--- config.mk ---
export PLATFORM = sky130hd
export DESIGN_NAME = param_shift_counter
export DESIGN_NICKNAME = d
export VERILOG_FILES = /design/src/rtl/param_shift_counter.sv
export SDC_FILE = /design/constraint.sdc
export NUM_CORES = 1
export LEC_CHECK = 0
export CAP_MARGIN = 30
export CORE_ASPECT_RATIO = 1.1
export CORE_MARGIN = 2
export CORE_UTILIZATION = 44
export DETAILED_ROUTE_END_ITERATION = 16
export PLACE_DENSITY_LB_ADDON = 0.05
export SLEW_MARGIN = 20
export SYNTH_ARGS = -nofsm -noshare
export SYNTH_HDL_FRONTEND = slang
export SYNTH_SLANG_ARGS = --single-unit
--- constraint.sdc ---
create_clock -name clk -period 1.7 [get_ports clk]
set_input_delay 0.255 -clock clk [delete_from_list [all_inputs] [get_ports clk]]
set_output_delay 0.255 -clock clk [all_outputs]
set_load 0.1 [all_outputs]
--- src/rtl/param_shift_counter.sv ---
// Multi-mode WIDTH-bit shift counter: ring, Johnson or Fibonacci LFSR, with load, enable, direction and a wrap pulse.
// Latency: one cycle from reset/load/en to count and wrap; both outputs are registered.
// Backpressure: none; the counter steps every cycle en is high. SC_ILLEGAL_RECOVER_EN adds illegal-state self-correction.
module param_shift_counter #(
    parameter int               WIDTH     = 8,
    parameter logic [WIDTH-1:0] TAPS      = WIDTH'(8'hB8),
    parameter logic [WIDTH-1:0] RESET_VAL = WIDTH'(1)
) (
    input  logic             clk,
    input  logic             reset,
    input  logic             en,
    input  logic [1:0]       mode,
    input  logic             dir,
    input  logic             load,
    input  logic [WIDTH-1:0] load_val,
    output logic [WIDTH-1:0] count,
    output logic             wrap
);

    localparam logic [1:0] MODE_RING    = 2'b00;
    localparam logic [1:0] MODE_JOHNSON = 2'b01;
    localparam logic [1:0] MODE_LFSR    = 2'b10;

    localparam logic [WIDTH-1:0] SEED_ONE  = WIDTH'(1);
    localparam logic [WIDTH-1:0] SEED_ZERO = '0;

    logic [WIDTH-1:0] count_q, count_d;
    logic             wrap_q, wrap_d;

    logic [WIDTH-1:0] ring_left, ring_right;
    logic [WIDTH-1:0] john_left, john_right;
    logic [WIDTH-1:0] lfsr_next;
    logic             lfsr_fb;
    logic [WIDTH-1:0] step_val;
    logic [WIDTH-1:0] seed;
    logic             stepping;

    assign ring_left  = {count_q[WIDTH-2:0], count_q[WIDTH-1]};
    assign ring_right = {count_q[0], count_q[WIDTH-1:1]};
    assign john_left  = {count_q[WIDTH-2:0], ~count_q[WIDTH-1]};
    assign john_right = {~count_q[0], count_q[WIDTH-1:1]};
    assign lfsr_fb    = ^(count_q & TAPS);
    assign lfsr_next  = {count_q[WIDTH-2:0], lfsr_fb};

`ifdef SC_ILLEGAL_RECOVER_EN
    // A legal Johnson code has at most two circular bit transitions (one 0/1 boundary each way round).
    logic [WIDTH-1:0] ring_lsb_clr;
    logic [WIDTH-1:0] john_diff, john_diff_1, john_diff_2;
    logic             ring_legal, john_legal, lfsr_legal;

    assign ring_lsb_clr = count_q & (count_q - WIDTH'(1));
    assign ring_legal   = (count_q != '0) && (ring_lsb_clr == '0);
    assign john_diff    = count_q ^ {count_q[0], count_q[WIDTH-1:1]};
    assign john_diff_1  = john_diff & (john_diff - WIDTH'(1));
    assign john_diff_2  = john_diff_1 & (john_diff_1 - WIDTH'(1));
    assign john_legal   = (john_diff_2 == '0);
    assign lfsr_legal   = (count_q != '0);
`endif

    always_comb begin
        seed     = SEED_ONE;
        step_val = count_q;
        stepping = en && (mode != 2'b11);
        case (mode)
            MODE_RING: begin
                seed     = SEED_ONE;
                step_val = dir ? ring_right : ring_left;
`ifdef SC_ILLEGAL_RECOVER_EN
                if (!ring_legal) begin
                    step_val = SEED_ONE;
                end
`endif
            end
            MODE_JOHNSON: begin
                seed     = SEED_ZERO;
                step_val = dir ? john_right : john_left;
`ifdef SC_ILLEGAL_RECOVER_EN
                if (!john_legal) begin
                    step_val = SEED_ZERO;
                end
`endif
            end
            MODE_LFSR: begin
                seed     = SEED_ONE;
                step_val = lfsr_next;
`ifdef SC_ILLEGAL_RECOVER_EN
                if (!lfsr_legal) begin
                    step_val = SEED_ONE;
                end
`endif
            end
            default: begin
                seed     = SEED_ONE;
                step_val = count_q;
            end
        endcase
    end

    // Load outranks stepping; reset outranks both inside the register process.
    always_comb begin
        count_d = count_q;
        wrap_d  = 1'b0;
        if (load) begin
            count_d = load_val;
        end else if (stepping) begin
            count_d = step_val;
            wrap_d  = (step_val == seed);
        end
    end

    always_ff @(posedge clk) begin
        if (reset) begin
            count_q <= RESET_VAL;
            wrap_q  <= 1'b0;
        end else begin
            count_q <= count_d;
            wrap_q  <= wrap_d;
        end
    end

    assign count = count_q;
    assign wrap  = wrap_q;

endmodule

==> reports/results.ini <==
[floorplanning]
start_util=0.459
dieHeight_um=46.0
ios=24
die_w_um=42.2
core_region_area_um2=1540
rows=15
die_area_um2=1940

[job]
maxCapViolCount=0

[grt]
globalRoute.totalOverflow=0
grt_pass1_wl_um=3370
track_usage=0.231
grt_pass1_vias=741
antenna_found_initial=0
grt_start_max_net_pins=15

[yosys]
synthArstFlopShare=0
synth_seq_cells=9
yosysMostFrequentCell=nand2_1
ys_top_cells_by_count=10 x nand2_1, 9 x dfxtp_1, 7 x a21oi_1, 7 x o22ai_1
synth_top_cell_by_area=dfxtp_1
syn_area_um2=707
yosys-top-cells-area=dfxtp_1 25%, a31o_1 7.4%, o221ai_1 7.4%
synth-edff-count=0
synth-main-ff-cell=dfxtp_1
avgSynthCellArea_um2=8.22
synth_seq_area_share=0.255
syn_nets=101
synth_top_area_frac=0.255
ys_warn_count=0
syn_inst=86
synth.distinct_cells=31

[worst_setup_path]
r2r_slack_ns=0.21
crit_chain=or3b_1, o221ai_4, nand4_1, a2111oi_2
critical-path-max-stage-delay_ns=0.43
worstPathRequired_ns=1.87
crit_buf_inv=0
end_kind=flop
cp.arrival_ns=1.65
critPathKind=reg2reg
critPathMaxFanout=6
critical-path-top-delay-family=simple AND/OR/NAND/NOR gates
worst_path_max_delay_cell=or3b_1
start_kind=flop

[sta]
period_share=0.874
skew_ns=0.00632
clock.fmax_mhz=673
finalSetupViolCount=0
slew_headroom=0.779
rsz0062_at_grt=false
drv_slew=0
fin_crit_ns=1.49
hold_viol=0
worst_pin_slew_ns=0.326

[placement]
gp_congestion=0.856
hpwlAfterDp_um=1560
numPortBuffers=23

[routing]
ant_nets=0
vias=832
route.detailed.drc=0
routedWlPerCell_um=16.3
routed_wl_um=2200
drt_iter0_markers=25
avgViaCountPerCell=6.16
drtPass1Iterations=4

[clock_network]
cts_sinks=9
h-tree-depth=1
cts_tree=yes
ctsHoldBuffers=0
cts_resized=0
worstSkewPairLatency_ns=0.27
path_clk_slew_ns=0.07
numCtsBuffers=3
root_buffer=clkbuf_4
clockBufferDepth=2
postCtsSetupBuffers=0

[power]
power_mw=0.857
p_leak_nw=0.473
cellPowerDensity_nw_per_um2=722
peakVddDrop_mv=0.475

[status]
status=completed

[layout]
seqCellArea_um2=190
drive_gt1_frac=0.364
final_nets=134
n_fill_cell=121
area.growth.synth_to_final_pct=67.8
final_util=0.771
multi_input_area_um2=504
n_antenna_cell=0

[worst_hold_path]
hp-class=in2reg

[registers in the layout (all words and copies together), names as in the netlist]
register,count
count,8
wrap,1
[report_power, final]
group          internal (mW)  switching, mW  total [mW]
Combinational          0.190          0.226       0.416
Sequential             0.231         0.0396       0.270
Clock                 0.0907         0.0802       0.171
Total                  0.511          0.345       0.857
[through the flow]
| step | worst slack, ns | setup TNS (ns) | hold slack, ns | area [um2] | std cells |
|---|---|---|---|---|---|
| after floorplan | 0.0628 | 0 | 0.398 | 717 | 86 |
| after global placement | -0.234 | -1.09 | 0.537 | 1110 | 131 |
| after detailed placement | -0.249 | -1.26 | 0.554 | 1110 | 131 |
| after CTS | 0.00119 | 0 | 0.546 | 1140 | 135 |
| after global routing | 0.107 | 0 | 0.486 | 1190 | 135 |
| final | 0.214 | 0 | 0.461 | 1190 | 135 |
[routing by layer]
metal / vias to the layer above / routed length [um] / part of all wire / global-route usage
li1: 402 / - / - / -
met1: 383 / 889 / 0.40 / 0.300
met2: 37 / 1080 / 0.49 / 0.369
met3: 10 / 138 / 0.063 / 0.0516
met4: 0 / 97 / 0.044 / 0.100
met5: - / 0 / 0 / 0
[cells in the final DEF, fill, tap and decap left out, types with 2 or more instances in the layout]
master / synthesis / final
nand2b_1: 2 / 2
buf_12: 0 / 9
o221ai_1: 6 / 2
nor3_1: 2 / 2
nand2_1: 10 / 9
o221ai_2: 0 / 3
dlymetal6s2s_1: 0 / 3
o22ai_1: 7 / 7
o2111ai_1: 2 / 2
buf_4: 1 / 13
a31o_1: 6 / 6
clkbuf_4: 0 / 3
dfxtp_2: 0 / 8
xor2_1: 2 / 2
or3b_1: 6 / 6
xnor2_1: 3 / 3
inv_1: 2 / 2
a21oi_1: 7 / 7
clkdlybuf4s50_1: 0 / 11
[cell type report]
cell class / instances / share of cell area
multi-input cells: 66 / 0.425
repair buffers: 37 / 0.368
flip-flops and latches: 9 / 0.160
clock buffers: 4 / 0.0222
well taps: 17 / 0.0179
inverters: 2 / 0.00633
[tightest hold or removal path, stage by stage]
cell and delay (ns):
dlymetal6s2s_1 0.18, buf_6 0.18, a2111oi_2 0.07
[path summary, 6_finish.rpt]
path | depth (start not counted) | endpoint | start
worst max-delay path | 4 | wrap | count[3]
worst min-delay path | 3 | wrap | mode[1]
worst max register to register | 4 | wrap | count[3]
worst min register to register | 2 | count[7] | count[7]
[logic make-up after synthesis]
family,synth area share
compound gates,0.372
buf+inv,0.0867
simple gates,0.204
xor+xnor,0.0620
mux,0.0212
flops,0.255
Note: power is estimated with default switching activity, not from simulation.
